### src/rtl/rw_arb_pkg.sv
// Shared types for the two-requester read/write arbiter.
//   state_t  : arbiter FSM states
//   req_id_t : requester index (two requesters -> one bit)
//   TIMER_W  : width of the per-attempt timeout counter
package rw_arb_pkg;

  typedef enum logic [1:0] {
    IDLE  = 2'd0,
    ISSUE = 2'd1,
    WAIT  = 2'd2,
    RESP  = 2'd3
  } state_t;

  typedef logic req_id_t;

  localparam int TIMER_W = 16;

endpackage

### src/rtl/rr_arb2.sv
// Two-way round-robin grant.
// Ports:
//   valid[1:0] : pending requests
//   last       : requester granted most recently
//   grant[1:0] : one-hot grant, all zero when nothing is valid
//   id         : index of the granted requester
module rr_arb2
  import rw_arb_pkg::*;
(
  input  logic [1:0] valid,
  input  req_id_t    last,
  output logic [1:0] grant,
  output req_id_t    id
);

  always_comb begin
    id    = 1'b0;
    grant = 2'b00;
    if (&valid) begin
      // Tie: the requester that was not served last wins.
      id = ~last;
    end else if (valid[1]) begin
      id = 1'b1;
    end
    if (|valid) begin
      grant[id] = 1'b1;
    end
  end

endmodule

### src/rtl/rw_arbiter.sv
// Arbitrates two requesters onto a single read/write engine.
// One transfer is in flight at a time: IDLE grants round-robin, ISSUE fires
// the engine start pulse, WAIT watches for the matching success pulse under a
// timeout with bounded retries, RESP returns a one-cycle completion.
// Ports:
//   clock, reset                     : clock, async active-high reset
//   req_valid/req_write[1:0]         : per-requester request and direction
//   req_mempage[1:0], req_wdata[1:0] : per-requester page and write payload
//   req_ready[1:0]                   : acceptance strobe (IDLE only)
//   rsp_done/rsp_ok[1:0], rsp_rdata  : completion pulse, status, read data
//   read_start/write_start           : engine start pulses
//   read_mempage/write_mempage       : latched page operand
//   write_data                       : latched write payload
//   read_success/write_success       : engine success pulses
//   read_data                        : engine read result
module rw_arbiter
  import rw_arb_pkg::*;
#(
  parameter int MAX_RETRY = 3,
  parameter int TIMEOUT   = 1023
) (
  input  logic             clock,
  input  logic             reset,
  input  logic [1:0]       req_valid,
  input  logic [1:0]       req_write,
  input  logic [1:0][15:0] req_mempage,
  input  logic [1:0][63:0] req_wdata,
  output logic [1:0]       req_ready,
  output logic [1:0]       rsp_done,
  output logic [1:0]       rsp_ok,
  output logic [63:0]      rsp_rdata,
  output logic             read_start,
  output logic             write_start,
  output logic [15:0]      read_mempage,
  output logic [15:0]      write_mempage,
  output logic [63:0]      write_data,
  input  logic             read_success,
  input  logic             write_success,
  input  logic [63:0]      read_data
);

  localparam int RETRY_W = 3;

  state_t               state, state_nxt;
  req_id_t              last_q, gnt_id_q;
  logic                 wr_q;
  logic [15:0]          page_q;
  logic [63:0]          wdata_q;
  logic [RETRY_W-1:0]   retry_q;
  logic [TIMER_W-1:0]   timer_q;
  logic                 ok_q;
  logic [1:0]           rr_grant;
  req_id_t              rr_id;
  logic                 match;
  logic                 can_retry;

  rr_arb2 u_rr (
    .valid (req_valid),
    .last  (last_q),
    .grant (rr_grant),
    .id    (rr_id)
  );

  // Only the pulse for the operation in flight counts; the other is noise.
  assign match     = wr_q ? write_success : read_success;
  assign can_retry = (retry_q < RETRY_W'(MAX_RETRY));

  assign read_mempage  = page_q;
  assign write_mempage = page_q;
  assign write_data    = wdata_q;

  always_ff @(posedge clock or posedge reset) begin
    if (reset) state <= IDLE;
    else       state <= state_nxt;
  end

  always_comb begin
    state_nxt   = state;
    req_ready   = 2'b00;
    rsp_done    = 2'b00;
    rsp_ok      = 2'b00;
    read_start  = 1'b0;
    write_start = 1'b0;
    case (state)
      IDLE: begin
        req_ready = rr_grant;
        if (|req_valid) state_nxt = ISSUE;
      end
      ISSUE: begin
        read_start  = ~wr_q;
        write_start = wr_q;
        state_nxt   = WAIT;
      end
      WAIT: begin
        // Success is tested first so it wins over a coincident expiry.
        if (match)               state_nxt = RESP;
        else if (timer_q == '0)  state_nxt = can_retry ? ISSUE : RESP;
      end
      RESP: begin
        rsp_done[gnt_id_q] = 1'b1;
        rsp_ok[gnt_id_q]   = ok_q;
        state_nxt          = IDLE;
      end
      default: state_nxt = IDLE;
    endcase
  end

  // Transfer context, timer, retry count and response data.
  always_ff @(posedge clock or posedge reset) begin
    if (reset) begin
      last_q    <= 1'b1;
      gnt_id_q  <= 1'b0;
      wr_q      <= 1'b0;
      page_q    <= '0;
      wdata_q   <= '0;
      retry_q   <= '0;
      timer_q   <= '0;
      ok_q      <= 1'b0;
      rsp_rdata <= '0;
    end else begin
      case (state)
        IDLE: begin
          if (|req_valid) begin
            gnt_id_q <= rr_id;
            wr_q     <= req_write[rr_id];
            page_q   <= req_mempage[rr_id];
            wdata_q  <= req_wdata[rr_id];
            retry_q  <= '0;
          end
        end
        ISSUE: timer_q <= TIMER_W'(TIMEOUT);
        WAIT: begin
          if (match) begin
            ok_q      <= 1'b1;
            rsp_rdata <= wr_q ? 64'd0 : read_data;
          end else if (timer_q == '0) begin
            if (can_retry) begin
              retry_q <= retry_q + 1'b1;
            end else begin
              ok_q      <= 1'b0;
              rsp_rdata <= '0;
            end
          end else begin
            timer_q <= timer_q - 1'b1;
          end
        end
        RESP: last_q <= gnt_id_q;
        default: ;
      endcase
    end
  end

endmodule

### config.mk
export PLATFORM = sky130hd
export DESIGN_NAME = rw_arbiter
export DESIGN_NICKNAME = d
export VERILOG_FILES = /design/src/rtl/rw_arb_pkg.sv /design/src/rtl/rr_arb2.sv /design/src/rtl/rw_arbiter.sv
export SDC_FILE = /design/constraint.sdc
export NUM_CORES = 1
export LEC_CHECK = 0
export CAP_MARGIN = 20
export CORE_AREA = 2 2 154 156
export CTS_CLUSTER_DIAMETER = 60
export DETAILED_ROUTE_END_ITERATION = 12
export DIE_AREA = 0 0 156 158
export PLACE_DENSITY = 0.73
export SYNTH_ARGS = -nofsm -noshare
export SYNTH_HDL_FRONTEND = slang
export SYNTH_SLANG_ARGS = --single-unit
### constraint.sdc
create_clock -name clock -period 7.8 [get_ports clock]
set_input_delay 1.56 -clock clock [delete_from_list [all_inputs] [get_ports clock]]
set_output_delay 1.56 -clock clock [all_outputs]
set_load 0.005 [all_outputs]
==> results by group, run 1 <==
Status
  • Status: complete, no violations

Placed design
  • Final RePlAce weighted congestion: 0.797
  • Hpwl dp: 17900 um
  • Buffers on Ports: approximately 400
  • Post-Place Cells: about 1.4k

CTS
  • Count of hold-fix buffers inserted at cts: 0
  • Post-CTS Setup Inserts: 0
  • Worst-Skew Late Latency: 420 ps
  • CTS tree: built
  • H-tree depth reported by CTS: 4
  • CTS-repair resized insts: 0
  • Sink Count: roughly 170
  • Root buffer selected by CTS: clkbuf_16
  • Clk pin slew, worst setup/hold paths: 60 ps
  • Num CTS Buffers: 17
  • CTS max path bufs: 2

Setup path
  • Critical path startpoint category: input port
  • Critical Path End Type: output pin
  • Crit path top cell by count: clkdlybuf4s50_1
  • Crit-path cells: clkdlybuf4s50_1 -> o211a_4 -> clkdlybuf4s50_1
  • Crit-path max cell delay: approximately 790 ps
  • RR Endpoint: rsp_rdata[19]
  • Worst EP arrival: 3580 ps
  • RR Startpoint: timer_q[0]
  • Worst R2R Setup Slack: between 4000 and 5000 ps
  • CP Max Fanout: 82
  • Required time of the worst setup path: between 6000 and 7000 ps
  • Setup Crit Path Kind: input port to output pin
  • Reg2reg path depth: 7
  • Critical Path Slowest Stage Cell: o211a_4
  • Setup crit start: req_valid[0]

Synth
  • Post-synth ARST share: 1.00
  • Area share of the largest cell type after synthesis: 0.547
  • Count of different cell masters after synthesis: 56
  • Syn_nets: around 1.0k
  • Post-Synthesis Cell Area: ~7700 sq um
  • Synth Flop Type: dfrtp_1
  • Area leader, netlist: dfrtp_1
  • Synth Register Bits: about 170
  • Sequential-to-total area share from yosys stat: 0.551
  • Syn Area/Cell: between 9 and 10 sq um
  • Number of synthesized flops with an enable pin: 0
  • Yosys warning count: 0
  • Mapped Cells: about 810
  • Top cells by area, synth: dfrtp_1, a22oi_1, nand2_1
  • Synth top cells by count: nand2_1, dfrtp_1, a22oi_1
  • Count leader, synth: nand2_1

Worst hold path
  • Min-Delay Path Class: register to register
  • Hold path depth: 2
  • WHS Endpoint: write_data[17]
  • Hold path start: write_data[17]

Timing
  • RSZ-0062 raised after global routing: no
  • Setup-failing EPs final: 0
  • Fmax: roughly 190 MHz
  • Final slew viol count: 0
  • Setup TNS: 0 ps
  • Final cycle utilization of the critical path: 0.659
  • Pin slew with the least headroom to its limit: 919 ps
  • Slew headroom: 0.385
  • Final worst path period need: ~5000 ps
  • Post-Route Skew: ~13 ps
  • Final Hold Fails: 0

Power and ir drop
  • Clock share of power: 0.198
  • Sw power: 1.49 mW
  • Share of power burned in registers: 0.348
  • Int Pwr: 2.83 mW
  • P_leak: 5.28 nW
  • PD cells: about 350 nW/um^2
  • Sw frac: 0.346
  • Combinational fraction of design power: 0.454
  • VDD IR-drop max: between 200 and 300 uV

Drt
  • Drc violations: 0
  • Drt total wl: between 20000 and 30000 um
  • Avg Vias per Cell: slightly above 5
  • DRT antenna net count: 0
  • Pre-Repair DR Iteration Count: 5
  • Drt wl/cell: 17.3 um
  • Drt first-iter violations: 494
  • Vias post-DR: around 7.4k

Die
  • Rows: between 50 and 60
  • Die area: about 25000 sq um
  • Initial core utilization: 0.333
  • IO Pins: 400
  • Core box area: 23100 sq um
  • Die W: 156 um
  • Die height: between 150 and 200 um

Layout
  • # diodes: 0
  • Share of cells above drive strength 1: 0.0481
  • Area grow syn2layout: 60.8%
  • Final net count: ~1.4k
  • Non-Filler Instances: 1454

Global routing
  • Initial antenna violation count: 0
  • Pin count of the biggest net entering global routing: 100
  • First-pass GRT wire length: about 38000 um
  • GRT Resource Usage Total: 0.197
  • Global route overflow: 0
  • Vias in the first global route: around 7.0k

Flow run
  • Maxcap violations: 0
==> per-stage QoR <==
step	setup slack (ps)	cell area (sq um)	util	power [mW]	hold slack, ps
detailed placement	2650	11800	0.510	3.51	455
global placement	2650	11800	0.510	3.45	449
global route	2550	12400	0.536	4.63	484
CTS	2650	12400	0.536	4.38	470
floorplan	1670	7680	-	2.36	460
finish	2660	12400	0.536	4.32	463
==> state kept, by name, summed over array words and instances, names as in the netlist <==
register,count
last_q,1
state,2
rsp_rdata,64
read_mempage,16
wr_q,1
write_data,64
timer_q,16
gnt_id_q,1
ok_q,1
retry_q,3
==> layout make-up <==
| type | instances | area (sq um) |
|---|---|---|
| clock buffers | 18 | 429 |
| clock inverters | 14 | 161 |
| fillers | 2138 | 10700 |
| inverters | 7 | 31.3 |
| multi-input cells | 550 | 3090 |
| flip-flops and latches | 169 | 4230 |
| well taps | 290 | 363 |
| repair buffers | 406 | 4050 |
==> layout by cell type (no fill, tap or decap), drive strengths merged, types with 5 or more instances in the layout <==
| master | count |
|---|---|
| dfrtp | 168 |
| a21oi | 5 |
| buf | 7 |
| nor3 | 6 |
| nand3 | 5 |
| clkdlybuf4s50 | 399 |
| o21ai | 73 |
| clkbuf | 18 |
| inv | 13 |
| mux2i | 6 |
| a22oi | 145 |
| nand4 | 10 |
| nor2 | 11 |
| nand2 | 233 |
==> power by group through the flow <==
stage	Sequential [mW]	Combinational [mW]	Clock [mW]
2_1_floorplan	1.50	0.864	0
3_3_place_gp	1.50	1.95	0
3_5_place_dp	1.52	1.99	0
4_1_cts	1.51	1.99	0.878
5_1_grt	1.56	2.16	0.914
6_report	1.50	1.96	0.853
==> critical path: cells and delay by family <==
kind / cells / cell delay [ps]
compound gates: 1 / 790
buf+inv: 2 / 1230
==> how the worst max path moves through the flow <==
stage,to,cells past startpoint,slack (ps)
5_1_grt,req_ready[0],4,2550
2_1_floorplan,gnt_id_q,1,1670
3_3_place_gp,req_ready[0],4,2650
3_5_place_dp,req_ready[0],3,2650
6_report,req_ready[0],3,2660
4_1_cts,req_ready[0],3,2650
==> routing by layer <==
metal | vias to the layer above | wire, um | global-route usage
met1 | 3471 | 10600 | 0.260
met5 | - | 0 | 0
met4 | 0 | 688 | 0.0743
li1 | 3553 | - | -
met3 | 35 | 1800 | 0.0427
met2 | 331 | 12000 | 0.318
==> logic make-up after synthesis <==
group                      Yosys count  share of synthesized area
and+or+nand+nor                    295                      0.166
AOI/OAI and AO/OA                  246                      0.217
adders and majority gates            2                    0.00326
buffers and inverters               87                     0.0528
DFF                                169                      0.551
muxes                                7                    0.00978
Note: power is estimated with default switching activity, not from simulation.
==> inputs of run 2 (changes only) <==
--- a/config.mk
+++ b/config.mk
@@ -10,7 +10,7 @@
 export CTS_CLUSTER_DIAMETER = 60
 export DETAILED_ROUTE_END_ITERATION = 12
 export DIE_AREA = 0 0 156 158
-export PLACE_DENSITY = 0.73
+export PLACE_DENSITY = 0.75
 export SYNTH_ARGS = -nofsm -noshare
 export SYNTH_HDL_FRONTEND = slang
 export SYNTH_SLANG_ARGS = --single-unit
==> constraint.sdc (replaced) <==
create_clock -name clock -period 4.2 [get_ports clock]
set_input_delay 0.84 -clock clock [delete_from_list [all_inputs] [get_ports clock]]
set_output_delay 0.84 -clock clock [all_outputs]
set_load 0.005 [all_outputs]
==> results by group, run 2 (same netlist as run 1, synthesis figures left out) <==
Flow run
  • Maxcap violations: 0 (unchanged)

Timing
  • Final slew viol count: 0 (unchanged)
  • Final Hold Fails: 0 (unchanged)
  • RSZ-0062 raised after global routing: no (unchanged)
  • Post-Route Skew: 15.9 ps (was 12.7 ps)
  • Setup TNS: 0 ps (unchanged)
  • Worst hold margin: 464 ps (was 463 ps)
  • Slew headroom: 0.419 (was 0.385)
  • Final worst path period need: ~3200 ps
  • Fmax: 316 MHz
  • Final cycle utilization of the critical path: 0.753
  • Pin slew with the least headroom to its limit: 871 ps (was 919 ps)
  • Setup-failing EPs final: 0 (unchanged)

Die
  • Core box area: 23100 sq um (unchanged)
  • Die W: 156 um (unchanged)
  • Rows: 56 (unchanged)
  • IO Pins: 400 (unchanged)
  • Initial core utilization: 0.333 (unchanged)
  • Die height: 158 um (unchanged)
  • Die area: 24600 sq um (unchanged)

Global routing
  • Initial antenna violation count: 1 (was 0)
  • Vias in the first global route: 6995 (was 7004)
  • Global route overflow: 0 (unchanged)
  • First-pass GRT wire length: 38000 um (was 38200 um)
  • Pin count of the biggest net entering global routing: 83 (was 100)
  • GRT Resource Usage Total: 0.198 (was 0.197)

Placed design
  • Hpwl dp: 18500 um (was 17900 um)
  • Placed Area: 11800 sq um (about the same)
  • Post-Place Cells: 1426 (was 1422)
  • Final RePlAce weighted congestion: 0.794 (was 0.797)
  • Buffers on Ports: 399 (unchanged)

Drt
  • Met1 wire length: 10500 um (was 10600 um)
  • Drt first-iter violations: 475 (was 494)
  • Pre-Repair DR Iteration Count: 5 (unchanged)
  • Avg Vias per Cell: 5.06 (was 5.08)
  • Met3 WL: 1860 um (was 1800 um)
  • Drt wl/cell: 17.5 um (was 17.3 um)
  • Top Layer Used: met5 (was met4)
  • Drt total wl: 25500 um (was 25100 um)
  • Met2 wire len: 12800 um (was 12000 um)
  • Drc violations: 0 (unchanged)
  • Vias post-DR: 7378 (was 7390)
  • DRT antenna net count: 0 (unchanged)

Power and ir drop
  • PD cells: 639 nW/um^2 (was 350 nW/um^2)
  • VDD IR-drop max: 390 uV (was 250 uV)
  • Total power draw: 7.90 mW (was 4.32 mW)
  • P_leak: 5.28 nW (about the same)

CTS
  • Root buffer selected by CTS: clkbuf_16 (unchanged)
  • Clk pin slew, worst setup/hold paths: 60 ps (about the same)
  • H-tree depth reported by CTS: 4 (unchanged)
  • Sink Count: 169 (unchanged)
  • Worst-Skew Late Latency: 420 ps (about the same)
  • Post-CTS Setup Inserts: 0 (unchanged)
  • Count of hold-fix buffers inserted at cts: 0 (unchanged)
  • CTS max path bufs: 2 (unchanged)
  • CTS tree: built (unchanged)
  • Num CTS Buffers: 17 (unchanged)
  • CTS-repair resized insts: 0 (unchanged)

Setup path
  • RR Startpoint: timer_q[0] (unchanged)
  • Reg2reg path depth: 7 (unchanged)
  • CP Max Fanout: 3 (was 82)
  • Worst EP arrival: 2320 ps (was 3580 ps)
  • Required time of the worst setup path: 3360 ps (was 6240 ps)
  • Setup Crit Path Kind: input port to output pin (unchanged)
  • RR Endpoint: rsp_rdata[60] (was rsp_rdata[19])
  • Worst R2R Setup Slack: 1200 ps (was 4840 ps)
  • Critical Path End Type: output pin (unchanged)
  • Critical path startpoint category: input port (unchanged)

Layout
  • Commonest non-fill, non-tap cell in the layout: clkdlybuf4s50_1 (unchanged)
  • Final net count: 1389 (was 1385)
  • Register area: 4230 sq um (unchanged)
  • Area grow syn2layout: 60.9% (was 60.8%)
  • Fill count: 2070 (was 2138)
  • # diodes: 0 (unchanged)
  • Share of cells above drive strength 1: 0.0505 (was 0.0481)
  • Final Cell Area: 12400 sq um (about the same)
  • Multi-input combinational cell area: 3090 sq um (unchanged)
  • Most frequent cells in the layout: clkdlybuf4s50_1, nand2_1, dfrtp_1 (unchanged)
  • Non-Filler Instances: 1458 (was 1454)

Status
  • Status: complete, no violations (unchanged)

Worst hold path
  • Hold path depth: 2 (unchanged)
  • WHS Endpoint: write_data[31] (was write_data[17])
  • Hold path start: write_data[31] (was write_data[17])
  • Min-Delay Path Class: register to register (unchanged)
[run 2: cell count changes in the layout (fill, tap and decap cells not counted), sizes merged]
cell | before | now
buf | 7 | 11
bufinv | 2 | 0
clkinv | 2 | 4
clkbuf | 18 | 19
inv | 13 | 12
[run 2: final cells by class]
type / count / share of cell area
clock inverters: 13 / 0.00901
repair buffers: 410 / 0.332
well taps: 290 / 0.0294
clock buffers: 19 / 0.0350
multi-input cells: 550 / 0.250
flip-flops and latches: 169 / 0.342
inverters: 7 / 0.00243
[run 2: worst max-delay path by stage]
stage	endpoint	depth (start not counted)	start
detailed placement	req_ready[1]	4	req_valid[1]
CTS	req_ready[1]	3	req_valid[0]
floorplan	gnt_id_q	1	reset
global route	rsp_rdata[57]	7	timer_q[0]
global placement	req_ready[1]	4	req_valid[1]
finish	req_ready[1]	3	req_valid[0]
[run 2: report_power, final]
part	internal, mW	leakage, nW	switching [mW]
clock network	0.774	0.259	0.690
registers	2.31	1.95	0.476
logic	2.06	3.08	1.59
[run 2: stage by stage]
| step | setup slack [ps] | util |
|---|---|---|
| global placement | 1080 | 0.512 |
| CTS | 1040 | 0.536 |
| finish | 1040 | 0.536 |
| detailed placement | 1060 | 0.512 |
| global route | 983 | 0.536 |
| floorplan | 1210 | - |
[run 2: routing by layer]
layer / vias up / GRT usage
met5: - / 0
met4: 2 / 0.0476
met3: 20 / 0.0542
met2: 303 / 0.337
met1: 3490 / 0.253
li1: 3563 / -
[run 2: critical path, cell delays in order]
cell and delay [ps]:
clkdlybuf4s50_1 500, a2111oi_2 400, clkdlybuf4s50_1 570
==> inputs of run 3 (changes only) <==
==> constraint.sdc (replaced) <==
create_clock -name clock -period 2.7 [get_ports clock]
set_input_delay 0.54 -clock clock [delete_from_list [all_inputs] [get_ports clock]]
set_output_delay 0.54 -clock clock [all_outputs]
set_load 0.005 [all_outputs]
==> results by group, run 3 (same netlist as run 1, synthesis figures left out) <==
Global routing
  • Global route overflow: 0 (unchanged)
  • Pin count of the biggest net entering global routing: 120 (was 83)
  • First-pass GRT wire length: 38400 um (was 38000 um)
  • Vias in the first global route: 6997 (was 6995)
  • GRT Resource Usage Total: 0.200 (was 0.198)
  • Initial antenna violation count: 1 (unchanged)

Placed design
  • Hpwl dp: 18800 um (was 18500 um)
  • Final RePlAce weighted congestion: 0.785 (was 0.794)
  • Post-Place Cells: 1433 (was 1426)
  • Buffers on Ports: 399 (unchanged)
  • Dpl ws: 52.0 ps (was 1060 ps)

Setup path
  • Setup Crit Path Kind: input port to output pin (unchanged)
  • Crit-path max cell delay: 590 ps (was 570 ps)
  • Required time of the worst setup path: 2160 ps (was 3360 ps)
  • Critical Path Slowest Stage Cell: clkdlybuf4s50_1 (unchanged)
  • Worst R2R Setup Slack: 410 ps (was 1200 ps)
  • Worst EP arrival: 2090 ps (was 2320 ps)
  • Crit path top cell by count: clkdlybuf4s50_1 (unchanged)
  • Crit-path cells: clkdlybuf4s50_1 -> inv_1 -> a2111oi_2 -> clkdlybuf4s50_1 (was clkdlybuf4s50_1 -> a2111oi_2 -> clkdlybuf4s50_1)
  • Crit path buf inv count: 3 (was 2)
  • CP Max Fanout: 3 (unchanged)
  • Delay-heaviest family, CP: buffers and inverters (unchanged)
  • Critical path startpoint category: input port (unchanged)
  • Critical Path End Type: output pin (unchanged)

Layout
  • Final core occ: 0.542 (was 0.536)
  • Area grow syn2layout: 62.8% (was 60.9%)
  • Final net count: 1396 (was 1389)
  • Most frequent cells in the layout: clkdlybuf4s50_1, nand2_1, dfrtp_1 (unchanged)
  • Non-Filler Instances: 1465 (was 1458)
  • Commonest non-fill, non-tap cell in the layout: clkdlybuf4s50_1 (unchanged)
  • Share of cells above drive strength 1: 0.0570 (was 0.0505)
  • # diodes: 0 (unchanged)

Worst hold path
  • Min-Delay Path Class: register to register (unchanged)

Timing
  • RSZ-0062 raised after global routing: yes (was no)
  • Final cycle utilization of the critical path: 0.974
  • Setup-failing EPs final: 0 (unchanged)
  • Final slew viol count: 0 (unchanged)
  • Pin slew with the least headroom to its limit: 677 ps (was 871 ps)
  • Setup ws final: 71.0 ps (was 1040 ps)
  • Setup TNS: 0 ps (unchanged)
  • Fmax: between 300 and 400 MHz
  • Final Hold Fails: 0 (unchanged)
  • Post-Route Skew: 14.3 ps (was 15.9 ps)
  • Final worst path period need: around 2600 ps
  • Slew headroom: 0.549 (was 0.419)

Flow run
  • Maxcap violations: 0 (unchanged)

CTS
  • Worst-Skew Late Latency: 420 ps (about the same)
  • CTS tree: built (unchanged)
  • H-tree depth reported by CTS: 4 (unchanged)
  • Sink Count: 169 (unchanged)
  • CTS max path bufs: 2 (unchanged)
  • Num CTS Buffers: 17 (unchanged)
  • Clk pin slew, worst setup/hold paths: 60 ps (about the same)
  • Count of hold-fix buffers inserted at cts: 0 (unchanged)
  • CTS-repair resized insts: 0 (unchanged)
  • Root buffer selected by CTS: clkbuf_16 (unchanged)
  • Post-CTS Setup Inserts: 0 (unchanged)

Power and ir drop
  • VDD IR-drop max: 682 uV (was 390 uV)
  • P_leak: 5.36 nW (was 5.28 nW)
  • PD cells: 999 nW/um^2 (was 639 nW/um^2)

Drt
  • Drt wl/cell: 17.6 um (was 17.5 um)
  • Drt total wl: 25800 um (was 25500 um)
  • Met3 WL: 2070 um (was 1860 um)
  • Vias post-DR: 7439 (was 7378)
  • DRT antenna net count: 0 (unchanged)
  • Pre-Repair DR Iteration Count: 5 (unchanged)
  • Met1 wire length: 10400 um (was 10500 um)
  • Drt first-iter violations: 544 (was 475)
  • Met2 wire len: 12900 um (was 12800 um)
  • Drc violations: 0 (unchanged)
  • Top Layer Used: met5 (unchanged)
  • Avg Vias per Cell: 5.08 (was 5.06)

Die
  • Rows: 56 (unchanged)
  • Die W: 156 um (unchanged)
  • Die area: 24600 sq um (unchanged)
  • Core box area: 23100 sq um (unchanged)
  • Initial core utilization: 0.333 (unchanged)
  • IO Pins: 400 (unchanged)
  • Die height: 158 um (unchanged)

Status
  • Status: complete, no violations (unchanged)
[run 3: worst paths after layout]
kind	start	end	depth (start not counted)
setup reg to reg	timer_q[0]	timer_q[15]	6
max in group asynchronous	reset	write_data[30]	3
hold reg to reg	write_data[47]	write_data[47]	2
min in group asynchronous	reset	write_data[49]	3
hold / removal	write_data[47]	write_data[47]	2
setup / recovery	req_valid[1]	req_ready[1]	4
[run 3: cell type report]
| class | count | area [sq um] |
|---|---|---|
| flip-flops and latches | 169 | 4230 |
| repair buffers | 417 | 4220 |
| multi-input cells | 550 | 3090 |
| inverters | 7 | 30.0 |
| clock inverters | 13 | 126 |
| clock buffers | 19 | 443 |
| well taps | 290 | 363 |
| fillers | 2083 | 10600 |
[run 3: through the flow]
stage | hold WS, ps | cell area [sq um] | total power, mW
finish | 463 | 12500 | 12.5
global route | 488 | 12500 | 13.4
CTS | 470 | 12500 | 12.6
detailed placement | 454 | 11900 | 10.2
global placement | 450 | 11900 | 10.1
floorplan | 460 | 7680 | 6.83
[run 3: worst register-to-register path, delay by kind of cell, from the launching register on]
kind	cells	cell delay (ps)
buffers and inverters	1	70
adders and majority gates	1	260
and+or+nand+nor	3	1270
muxes	1	190
DFF	1	420
[run 3: routing by layer]
layer / GRT usage / up-vias
met5: 0 / -
met4: 0.0599 / 2
met1: 0.253 / 3486
met3: 0.0567 / 31
li1: - / 3579
met2: 0.334 / 341
[run 3: where the power goes]
| part | internal (mW) | total (mW) | switching, mW |
|---|---|---|---|
| Clock | 1.26 | 2.38 | 1.12 |
| Sequential | 3.60 | 4.34 | 0.743 |
| Combinational | 3.28 | 5.77 | 2.49 |
